`config.mk`:
```
export PLATFORM = sky130hd
export DESIGN_NAME = sdram_wb_arbiter
export DESIGN_NICKNAME = d
export VERILOG_FILES = /design/src/rtl/sdram_wb_arbiter.sv
export SDC_FILE = /design/constraint.sdc
export NUM_CORES = 1
export LEC_CHECK = 0
export CORE_AREA = 2 2 121 123
export CTS_BUF_LIST = sky130_fd_sc_hd__clkbuf_8
export DETAILED_ROUTE_END_ITERATION = 7
export DIE_AREA = 0 0 123 125
export PLACE_DENSITY_LB_ADDON = 0.25
export SLEW_MARGIN = 20
export SYNTH_ARGS = -nofsm -noshare
export SYNTH_HDL_FRONTEND = slang
export SYNTH_SLANG_ARGS = --single-unit
```
`constraint.sdc`:
```
create_clock -name clk -period 7.1 [get_ports clk]
set_input_delay 1.775 -clock clk [delete_from_list [all_inputs] [get_ports clk]]
set_output_delay 1.775 -clock clk [all_outputs]
set_load 0.02 [all_outputs]
```
`src/rtl/sdram_wb_arbiter.sv`:
```
// sdram_wb_arbiter
//   Two-master pipelined-Wishbone arbiter in front of a single SDRAM
//   controller port. Masters m0/m1 get round-robin ownership while idle;
//   the owner's request passes straight through to the s_* port. An
//   outstanding-request counter caps accepted-but-unacknowledged strobes
//   at MAX_OUTSTANDING. A DRAIN state absorbs the acks still in flight
//   when an owner drops cyc early.
//
//   Optional feature (macro SDRAM_ARB_QUANTUM_EN): after QUANTUM accepted
//   strobes in one grant, the owner is stalled whenever the other master
//   is requesting, and ownership is handed over through DRAIN and IDLE.
//
// Ports
//   clk, reset_n                   clock, async active-low reset
//   mN_cyc_i/stb_i/we_i            master N cycle, strobe, write enable
//   mN_addr_i, mN_data_i           master N address and write data
//   mN_data_o                      read data (s_data_i to both masters)
//   mN_stall_o, mN_ack_o           master N stall and acknowledge
//   s_cyc_o/stb_o/we_o             request to SDRAM controller
//   s_addr_o, s_data_o             address and write data to controller
//   s_data_i, s_stall_i, s_ack_i   controller read data, stall, ack
//   grant_o                        one-hot owner, 00 while IDLE

module sdram_wb_arbiter #(
    parameter int ADDR_WIDTH      = 32,
    parameter int DATA_WIDTH      = 32,
    parameter int MAX_OUTSTANDING = 8,
    parameter int QUANTUM         = 64
) (
    input  logic                  clk,
    input  logic                  reset_n,
    // master 0
    input  logic                  m0_cyc_i,
    input  logic                  m0_stb_i,
    input  logic                  m0_we_i,
    input  logic [ADDR_WIDTH-1:0] m0_addr_i,
    input  logic [DATA_WIDTH-1:0] m0_data_i,
    output logic [DATA_WIDTH-1:0] m0_data_o,
    output logic                  m0_stall_o,
    output logic                  m0_ack_o,
    // master 1
    input  logic                  m1_cyc_i,
    input  logic                  m1_stb_i,
    input  logic                  m1_we_i,
    input  logic [ADDR_WIDTH-1:0] m1_addr_i,
    input  logic [DATA_WIDTH-1:0] m1_data_i,
    output logic [DATA_WIDTH-1:0] m1_data_o,
    output logic                  m1_stall_o,
    output logic                  m1_ack_o,
    // SDRAM controller
    output logic                  s_cyc_o,
    output logic                  s_stb_o,
    output logic                  s_we_o,
    output logic [ADDR_WIDTH-1:0] s_addr_o,
    output logic [DATA_WIDTH-1:0] s_data_o,
    input  logic [DATA_WIDTH-1:0] s_data_i,
    input  logic                  s_stall_i,
    input  logic                  s_ack_i,
    // ownership
    output logic [1:0]            grant_o
);

    localparam int OW = $clog2(MAX_OUTSTANDING + 1);

    typedef enum logic [1:0] {IDLE, GRANT0, GRANT1, DRAIN} state_t;

    state_t        state;
    logic [OW-1:0] outstanding;
    logic          last_m1;     // 1: m1 was granted most recently, so m0 wins a tie
    logic          own0;
    logic          own1;
    logic          full;
    logic          accept;
    logic          q_hold;      // owner has used up its quantum and must yield

    assign own0   = (state == GRANT0);
    assign own1   = (state == GRANT1);
    assign full   = (outstanding == OW'(MAX_OUTSTANDING));
    assign accept = s_stb_o & ~s_stall_i;

    // Read data is broadcast; only the owner ever sees an ack.
    assign m0_data_o = s_data_i;
    assign m1_data_o = s_data_i;

`ifdef SDRAM_ARB_QUANTUM_EN
    localparam int QW = $clog2(QUANTUM + 1);

    logic [QW-1:0] q_cnt;
    logic          q_other;

    assign q_other = own0 ? m1_cyc_i : m0_cyc_i;
    assign q_hold  = (own0 | own1) & (q_cnt == QW'(QUANTUM)) & q_other;

    // Every grant is entered from IDLE, so clearing there clears it on
    // entry to GRANTN. Saturates so a lone master can keep streaming.
    always_ff @(posedge clk or negedge reset_n) begin
        if (!reset_n) begin
            q_cnt <= '0;
        end else if (state == IDLE) begin
            q_cnt <= '0;
        end else if (accept && (q_cnt != QW'(QUANTUM))) begin
            q_cnt <= q_cnt + 1'b1;
        end
    end
`else
    assign q_hold = 1'b0;
`endif

    // Owner's request passes through; everyone else is stalled.
    always_comb begin
        s_cyc_o    = 1'b0;
        s_stb_o    = 1'b0;
        s_we_o     = 1'b0;
        s_addr_o   = '0;
        s_data_o   = '0;
        m0_stall_o = 1'b1;
        m1_stall_o = 1'b1;
        m0_ack_o   = 1'b0;
        m1_ack_o   = 1'b0;
        case (state)
            GRANT0: begin
                s_cyc_o    = m0_cyc_i;
                s_stb_o    = m0_stb_i & ~full & ~q_hold;
                s_we_o     = m0_we_i;
                s_addr_o   = m0_addr_i;
                s_data_o   = m0_data_i;
                m0_stall_o = s_stall_i | full | q_hold;
                m0_ack_o   = s_ack_i;
            end
            GRANT1: begin
                s_cyc_o    = m1_cyc_i;
                s_stb_o    = m1_stb_i & ~full & ~q_hold;
                s_we_o     = m1_we_i;
                s_addr_o   = m1_addr_i;
                s_data_o   = m1_data_i;
                m1_stall_o = s_stall_i | full | q_hold;
                m1_ack_o   = s_ack_i;
            end
            // Keep the bus cycle open so the controller can return the
            // acks it still owes; they go nowhere.
            DRAIN:   s_cyc_o = 1'b1;
            default: ;
        endcase
    end

    // Accept and ack in the same cycle cancel out. An ack with nothing
    // outstanding is ignored so the counter cannot underflow; the stall
    // rule keeps accepts from pushing it past MAX_OUTSTANDING.
    always_ff @(posedge clk or negedge reset_n) begin
        if (!reset_n) begin
            outstanding <= '0;
        end else if (accept && !s_ack_i) begin
            outstanding <= outstanding + 1'b1;
        end else if (!accept && s_ack_i && (outstanding != '0)) begin
            outstanding <= outstanding - 1'b1;
        end
    end

    always_ff @(posedge clk or negedge reset_n) begin
        if (!reset_n) begin
            state   <= IDLE;
            last_m1 <= 1'b1;
            grant_o <= 2'b00;
        end else begin
            case (state)
                IDLE: begin
                    if (m0_cyc_i && (!m1_cyc_i || last_m1)) begin
                        state   <= GRANT0;
                        grant_o <= 2'b01;
                        last_m1 <= 1'b0;
                    end else if (m1_cyc_i) begin
                        state   <= GRANT1;
                        grant_o <= 2'b10;
                        last_m1 <= 1'b1;
                    end
                end
                GRANT0: begin
                    if (!m0_cyc_i) begin
                        if (outstanding == '0) begin
                            state   <= IDLE;
                            grant_o <= 2'b00;
                        end else begin
                            state <= DRAIN;
                        end
                    end else if (q_hold) begin
                        state <= DRAIN;
                    end
                end
                GRANT1: begin
                    if (!m1_cyc_i) begin
                        if (outstanding == '0) begin
                            state   <= IDLE;
                            grant_o <= 2'b00;
                        end else begin
                            state <= DRAIN;
                        end
                    end else if (q_hold) begin
                        state <= DRAIN;
                    end
                end
                DRAIN: begin
                    // grant_o keeps the previous owner's bit until IDLE
                    if (outstanding == '0) begin
                        state   <= IDLE;
                        grant_o <= 2'b00;
                    end
                end
                default: begin
                    state   <= IDLE;
                    grant_o <= 2'b00;
                end
            endcase
        end
    end

endmodule

```
Word-level counts from Yosys, hierarchy flattened

Cells that the tools add are included.

Register bits: 9
Input bits: 170

Add/subtract/negate cells: 2
Equality and inequality tests: 8
Mux-type cells: 24
Bitwise logic cells: 6
Reductions and logical operators: 16

Operators by type and width:

| operator            | count |
|---|---|
| $pmux 32 s2         | 2 |
| $mux 2              | 9 |
| $pmux 2 s4          | 2 |
| $mux 4              | 2 |
| $mux 1              | 6 |
| $ne 2x2->1 const B  | 3 |
| $add 4x1->4 const B | 1 |
| $eq 2x2->1 const B  | 2 |
| $eq 4x4->1 const B  | 1 |
| $logic_and 1x1->1   | 4 |
| $logic_not 4->1     | 1 |
| $pmux 1 s2          | 2 |
| $reduce_and 4->1    | 1 |
| $reduce_bool 2->1   | 2 |
| $reduce_bool 4->1   | 1 |
| $sub 4x1->4 const B | 1 |
| $and 1x1->1         | 3 |
| $logic_not 1->1     | 3 |
| $ne 3x3->1 const B  | 1 |
| $pmux 1 s3          | 1 |
| $reduce_and 3->1    | 1 |
| $eq 2x1->1 const B  | 1 |
| $logic_not 2->1     | 1 |
| $not 1->1           | 2 |
| 3 further kinds     | 3 |

Logic depth before layout (Yosys ltp)

Gate-level depths: netlist (run 1).

Depth after elaboration: 10
Mapped depth: 11
Gate-level depth less buffers: 10

Least setup slack after synthesis (run 1)

No wires, ideal clock.

Path type: input -> output
From: in m1_stb_i
To: out s_stb_o
Arrival: 2.241 ns
Path slack: 3.084 ns
Cell stages on the path: 3
Path through: mux2_2 > nand2_1 > nor2_1

Longest elaborated chain between the ends: 2

RTL lines:

| item            | RTL line | source |
|---|---|---|
| start, declared | 43       | `input logic m1_stb_i,` |
| $and 1x1->1     | 132      | `s_stb_o = m1_stb_i & ~full & ~q_hold;` |
| $pmux 1 s2      | 120      | `case (state)` |
| end, declared   | 52       | `output logic s_stb_o,` |

Every way passes these cells.

Worst setup path in the final report (run 1)

From: in s_ack_i
To: out m1_ack_o

Longest elaborated chain between the ends: 1

RTL lines:

| item            | RTL line | source |
|---|---|---|
| start, declared | 58       | `input logic s_ack_i,` |
| $mux 1          | 120      |  |
| end, declared   | 49       | `output logic m1_ack_o,` |

Every way passes these cells.

==> results of run 1 <==
==> final timing paths <==
path | from | end | slack, ps | cells past startpoint
min in group asynchronous | reset_n | state[0] | 1870 | 1
worst max-delay path | s_ack_i | m1_ack_o | 2080 | 3
worst min-delay path | outstanding[3] | outstanding[3] | 510 | 1
worst min register to register | outstanding[3] | outstanding[3] | 510 | 1
max in group asynchronous | reset_n | last_m1 | 4890 | 1
worst max register to register | state[1] | outstanding[3] | 3760 | 9
==> synth_stat cells (all sizes together) <==
| master | n | area (um2) |
|---|---|---|
| a21oi | 4 | 20.0 |
| a221oi | 2 | 23.8 |
| a22o | 4 | 35.0 |
| a22oi | 65 | 488 |
| a31o | 1 | 8.76 |
| a41oi | 1 | 8.76 |
| and2 | 2 | 12.5 |
| and3b | 1 | 8.76 |
| and4bb | 1 | 12.5 |
| buf | 72 | 527 |
| clkbuf | 16 | 60.1 |
| dfrtp | 8 | 200 |
| dfstp | 1 | 26.3 |
| fa | 1 | 20.0 |
| ha | 7 | 87.6 |
| inv | 3 | 11.3 |
| mux2 | 2 | 22.5 |
| mux2i | 3 | 30.0 |
| nand2 | 6 | 22.5 |
| nand2b | 1 | 6.26 |
| nand3 | 2 | 10.0 |
| nand3b | 1 | 7.51 |
| nand4b | 1 | 8.76 |
| nor2 | 4 | 15.0 |
| nor2b | 66 | 413 |
| nor3b | 1 | 7.51 |
| nor4b | 1 | 15.0 |
| o211ai | 1 | 7.51 |
| o21a | 1 | 7.51 |
| o21ai | 2 | 10.0 |
| o41ai | 1 | 8.76 |
| or2b | 1 | 7.51 |
| or4 | 1 | 7.51 |
| xnor2 | 2 | 17.5 |
| xor2 | 1 | 8.76 |
==> routing by layer <==
| layer | routed length [um] | GRT usage |
|---|---|---|
| met1 | 4070 | 0.138 |
| met2 | 4930 | 0.207 |
| met3 | 918 | 0.0205 |
| met4 | 17 | 0.0114 |
| met5 | 0 | 0 |
==> critical path: cells and delay by family <==
kind | cells | cell delay (ps)
simple gates | 1 | 190
buf+inv | 2 | 1270
==> layout make-up <==
type                       instances  area (um2)
inverter                           3        11.3
clock buffer                       3        41.3
sequential                         9         226
fill                            1532       10200
timing repair buffer             212        2120
multi-input combinational        187        1370
tap                              184         230
clock inverter                     1        3.75
==> sequential cells by signal, summed over array words and instances, names as in the netlist <==
signal / count
outstanding: 4
grant_o: 2
state: 2
last_m1: 1
==> cells by family (layout without fill, tap and decap cells) <==
group           Yosys count  count (layout)
flops                     9               9
mux                       5               5
fa+ha+maj                 8               8
buf+inv                  91             219
simple gates             89              89
compound gates           82              82
xor+xnor                  3               3
==> through the flow <==
step / hold slack (ps) / area, um2 / worst slack [ps] / util / power (mW)
after floorplan: 475 / 2180 / 3080 / - / 1.01
after global placement: 493 / 3950 / 2090 / 0.278 / 1.58
after detailed placement: 493 / 3950 / 2080 / 0.278 / 1.58
after CTS: 513 / 4000 / 2070 / 0.281 / 1.65
after global routing: 533 / 4000 / 2010 / 0.281 / 1.74
final: 507 / 4000 / 2080 / 0.281 / 1.61
==> power by group <==
part | switching [mW] | internal, mW | total [mW]
sequential | 0.0304 | 0.0800 | 0.110
clock | 0.0204 | 0.0377 | 0.0581
combinational | 0.746 | 0.698 | 1.44
==> impl_results.md, run 1 <==
- Core footprint: between 0.01 and 0.015 mm2
- Row Count: 44
- Maximum clock path buffer count: 2
- Final hold viol count: 0
- Root Buffer: clkbuf_8
- Number of antenna violations at the first check in global routing: 0
- Total track usage: 0.112
- Post-Synth Adder-Cell Area: 0.0493
- Antenna viol nets, final: 0
- First-pass GRT wire length: between 10000 and 15000 um
- Cts bufs inserted: 3
- HP Class: reg2reg
- Hold Buf Count CTS: 0
- Setup crit end kind: output port
- Critical path class: in2out
- XOR/XNOR share of the synthesized area: 0.0120
- Startpoint types: input port
- CTS tree: built
- Synth Instances: around 290
- Vias/cell: roughly 4.1
- Detailed-route DRC error count: 0
- Initial Utilization: 0.154
- Initial DRT Pass Iterations: 4
- Skew final: around 1.5 ps
- Peak Freq: ~0.2 GHz
- Outcome: completed
- Compound-Gate Fraction of Synth Area: 0.283
- CP most frequent cell: clkdlybuf4s50_1
- Post-Synth Simple-Gate Area: 0.254
- Commonest non-fill, non-tap cell in the layout: clkdlybuf4s50_1
- Final Instance Count excl. Fillers: around 600
- Setup violators final: 0
- Worst-Skew Late Latency: ~230 ps
- Vias: ~2500
- Netlist cell types: 39
- Worst Path Arrival: 3240 ps
- Max cap viols: 0
- Detail Placement HPWL: 7820 um
- N_diodes: 0
- CP peak stage delay: roughly 670 ps
- Final wirelength: 9930 um
- PwrDens: roughly 400 mW/mm2
- Clk sinks: 9
- Vias in the first global route: ~2500
- Nets: just under 600
- DIE HEIGHT: around 130 um
- P_leak: 1.35 nW
- Die X-Extent: approximately 120 um
- Seq/Total Area, Yosys: 0.104
- Slew Limit Fails: 0
- Worst path slowest cell: clkdlybuf4s50_1
- Net count after synthesis: approximately 470
- Worst Tran Pin Value: ~950 ps
- Total grt overflow: 0
- Crit-path cells: clkdlybuf4s50_1 -> and2_1 -> clkdlybuf4s50_1
- Mux contribution to synthesized area: 0.0241
- Dpl cells: 595
- H-tree Lvls: 1
- Setup TNS: 0 ps
- Worst-path fanout max: 10
- Ports: about 300
- Syn Area/Cell: about 7.6 um2
- Clock slew at reported path FFs: 50 ps
- Period minus WS final: around 5000 ps
- Peak supply drop: 0.250 mV
- WP data required: around 5300 ps
- Share of cells above drive strength 1: 0.0337
- Initial DRC Count: approximately 110
- Yosys reg bits: 9
- Setup repair after global routing missed its margin: no
- Cell area after synthesis: between 0.002 and 0.0025 mm2
- Syn-to-layout area delta: 83.0%
- Largest family of logic cells by synthesized area: compound AO/OA/AOI/OAI gates
- Final critical-path share of the clock period: 0.706
- Commonest non-fill, non-tap cells in the layout: 210 x clkdlybuf4s50_1, 66 x nor2b_1, 65 x a22oi_1
- DR WL/cell: between 15 and 20 um
- Final GP Congestion: 0.783
- Relative slew margins: 0.369
- Post-CTS sizing: 0
- IO Port Bufs: between 200 and 250
- YS warnings: 0
- Die area: roughly 0.015 mm2
- Post-CTS Setup Inserts: 0
- Largest net degree at the start of global routing: 69
No activity file was read; power rests on OpenSTA's default activity.
==> inputs of run 2 (changes only) <==
--- a/config.mk
+++ b/config.mk
@@ -5,10 +5,10 @@
 export SDC_FILE = /design/constraint.sdc
 export NUM_CORES = 1
 export LEC_CHECK = 0
-export CORE_AREA = 2 2 121 123
+export CORE_AREA = 2 2 120 122
 export CTS_BUF_LIST = sky130_fd_sc_hd__clkbuf_8
 export DETAILED_ROUTE_END_ITERATION = 7
-export DIE_AREA = 0 0 123 125
+export DIE_AREA = 0 0 122 124
 export PLACE_DENSITY_LB_ADDON = 0.25
 export SLEW_MARGIN = 20
 export SYNTH_ARGS = -nofsm -noshare
==> constraint.sdc (replaced) <==
create_clock -name clk -period 4.1 [get_ports clk]
set_input_delay 1.025 -clock clk [delete_from_list [all_inputs] [get_ports clk]]
set_output_delay 1.025 -clock clk [all_outputs]
set_load 0.02 [all_outputs]
==> run 2 against run 1 <==
  * Utilization is 1.4 points higher
  * Final cell count rose by 0.17%
  * Worst setup slack worse by 1500 ps
  * Largest cell class unchanged
  * Global-route usage grew 1.2 points
  * Clock power rose by 70%
  * First-iteration DRC count fell by 31%
  * Critical endpoint is now s_addr_o[13]
  * Via count rose by 3.2%
  * Non-clock buffer count is 5 higher
  * Die area down 1.6%
  * Power increased by 80%
==> impl_results.md, run 2 (synthesized netlist as in run 1, its figures left out) <==
- Commonest non-fill, non-tap cells in the layout: 210 x clkdlybuf4s50_1, 66 x nor2b_1, 65 x a22oi_1 (unchanged)
- Top flop regs: outstanding: 4 flops, grant_o: 2 flops, state: 2 flops (unchanged)
- Detail Placement HPWL: 8750 um (was 7820 um)
- Period minus WS final: about 3500 ps
- Worst Tran Pin Value: 513 ps (was 946 ps)
- Startpoint types: register (was input port)
- Final wirelength: 10700 um (was 9930 um)
- Core footprint: 0.0137 mm2 (was 0.0142 mm2)
- Peak Freq: roughly 0.28 GHz
- DR WL/cell: 17.9 um (was 16.6 um)
- Slew Limit Fails: 0 (unchanged)
- Commonest non-fill, non-tap cell in the layout: clkdlybuf4s50_1 (unchanged)
- Vias: 2559 (was 2479)
- Hold Buf Count CTS: 0 (unchanged)
- Root Buffer: clkbuf_8 (unchanged)
- Critical path origin: state[1] (was s_ack_i)
- Critical Path End: s_addr_o[13] (was m1_ack_o)
- Setup crit end kind: output port (unchanged)
- Setup TNS: 0 ps (unchanged)
- CP peak stage delay: 670 ps (about the same)
- Final Instance Count excl. Fillers: 600 (was 599)
- Worst reg-to-reg setup slack: 990 ps (was 3760 ps)
- Dpl cells: 596 (was 595)
- Total power draw: 2.90 mW (was 1.61 mW)
- Final critical-path share of the clock period: 0.859
- Reg with most FFs: outstanding (unchanged)
- PwrDens: 716 mW/mm2 (was 403 mW/mm2)
- DIE HEIGHT: 124 um (was 125 um)
- Clock slew at reported path FFs: 50 ps (about the same)
- Initial DRT Pass Iterations: 4 (unchanged)
- Vias/cell: 4.27 (was 4.14)
- Post-CTS sizing: 0 (unchanged)
- N_diodes: 0 (unchanged)
- Worst-Skew Late Latency: 230 ps (about the same)
- Initial Utilization: 0.159 (was 0.154)
- Net Sw Frac: 0.491 (was 0.494)
- Post-CTS Setup Inserts: 0 (unchanged)
- Initial DRC Count: 79 (was 114)
- Worst path slowest cell: clkdlybuf4s50_1 (unchanged)
- Clk sinks: 9 (unchanged)
- Ports: 307 (unchanged)
- Worst reg2reg path depth: 10 (was 9)
- Reg area: 226 um2 (unchanged)
- Worst reg2reg endpoint: outstanding[3] (unchanged)
- Cts bufs inserted: 3 (unchanged)
- Die area: 0.0151 mm2 (was 0.0154 mm2)
- Outcome: completed (unchanged)
- Setup WS post-layout: 580 ps (was 2080 ps)
- Peak supply drop: 0.361 mV (was 0.250 mV)
- Vias in the first global route: 2565 (was 2459)
- First-pass GRT wire length: 14700 um (was 13700 um)
- Final GP Congestion: 0.765 (was 0.783)
- M1 WL: 4040 um (was 4070 um)
- Crit-path cells: inv_1 -> ha_2 -> buf_4 -> nor2b_1 -> clkdlybuf4s50_1 (was clkdlybuf4s50_1 -> and2_1 -> clkdlybuf4s50_1)
- CTS tree: built (unchanged)
- H-tree Lvls: 1 (unchanged)
- Setup repair after global routing missed its margin: no (unchanged)
- Combinational power share: 0.900 (was 0.895)
- Max reg flops: 4 (unchanged)
- Number of antenna violations at the first check in global routing: 0 (unchanged)
- Critical path class: reg2out (was in2out)
- Max cap viols: 0 (unchanged)
- Fillers: 1460 (was 1532)
- Place WS: 531 ps (was 2080 ps)
- Total track usage: 0.124 (was 0.112)
- HP Class: reg2reg (unchanged)
- Skew final: 2.05 ps (was 1.53 ps)
- Worst-path fanout max: 22 (was 10)
- Clock power share: 0.034 (was 0.036)
- DR WL met2: 5490 um (was 4930 um)
- Relative slew margins: 0.658 (was 0.369)
- Syn-to-layout area delta: 85.7% (was 83.0%)
- Row Count: 43 (was 44)
- Top Layer Used: met4 (unchanged)
- IO Port Bufs: 210 (unchanged)
- Setup violators final: 0 (unchanged)
- Switching power: 1.43 mW (was 0.797 mW)
- Multi-input gate area: 0.00137 mm2 (unchanged)
- Detailed-route DRC error count: 0 (unchanged)
- Die X-Extent: 122 um (was 123 um)
- Share of cells above drive strength 1: 0.0452 (was 0.0337)
- Total grt overflow: 0 (unchanged)
- Maximum clock path buffer count: 2 (unchanged)
- Largest net degree at the start of global routing: 40 (was 69)
- Internal: 1.48 mW (was 0.815 mW)
- Antenna viol nets, final: 0 (unchanged)
- Seq pwr share: 0.066 (was 0.069)
- WP data required: 3070 ps (was 5330 ps)
- R2r startpoint: state[1] (unchanged)
- Worst Path Arrival: 2500 ps (was 3240 ps)
- Nets: 599 (was 594)
- Final hold viol count: 0 (unchanged)
- P_leak: 1.38 nW (was 1.35 nW)
- Met3 wire length: 1070 um (was 918 um)
## run 2: changes by cell type in the layout (fill, tap and decap cells not counted), sizes merged
cell / change
buf: +5
## run 2: worst max-delay path, delay by kind of cell (launching register included)
family,cells,cell delay (ps)
and+or+nand+nor,1,210
adders and majority gates,1,590
DFF,1,400
buffers and inverters,3,1060
## run 2: worst min-delay path by stage
stage,depth (start not counted),start,end
floorplan,1,outstanding[3],outstanding[3]
global placement,1,grant_o[1],grant_o[1]
detailed placement,1,grant_o[0],grant_o[0]
CTS,1,grant_o[0],grant_o[0]
global route,1,grant_o[0],grant_o[0]
finish,1,grant_o[0],grant_o[0]
## run 2: per-stage QoR
stage                     hold slack (ps)   util  area, um2
after floorplan                       475      -       2180
after global placement                502  0.292       4010
after detailed placement              491  0.292       4010
after CTS                             510  0.295       4050
after global routing                  530  0.295       4050
final                                 506  0.295       4050
## run 2: power by group through the flow
| stage | Sequential [mW] | Combinational (mW) | Clock (mW) |
|---|---|---|---|
| CTS | 0.192 | 2.67 | 0.101 |
| floorplan | 0.190 | 1.56 | 0 |
| global route | 0.201 | 2.81 | 0.105 |
| global placement | 0.192 | 2.63 | 0 |
| detailed placement | 0.193 | 2.65 | 0 |
| finish | 0.192 | 2.61 | 0.0989 |
## run 2: area by class of cell
cell class	instances	area share
clock buffer	3	0.0102
inverter	3	0.00278
multi-input combinational	187	0.337
timing repair buffer	217	0.538
tap	180	0.0556
sequential	9	0.0559
clock inverter	1	0.000926
## run 2: metal layers
metal / vias up / track usage
met5: - / 0
met2: 129 / 0.230
met4: 0 / 0.0187
li1: 1224 / -
met1: 1196 / 0.145
met3: 10 / 0.0339
==> inputs of run 3 (changes only) <==
--- a/config.mk
+++ b/config.mk
@@ -10,6 +10,7 @@
 export DETAILED_ROUTE_END_ITERATION = 7
 export DIE_AREA = 0 0 122 124
 export PLACE_DENSITY_LB_ADDON = 0.25
+export SETUP_SLACK_MARGIN = 0.2
 export SLEW_MARGIN = 20
 export SYNTH_ARGS = -nofsm -noshare
 export SYNTH_HDL_FRONTEND = slang
==> results of run 3 <==
The final DEF is identical to that of run 2; final timing and power are the same.
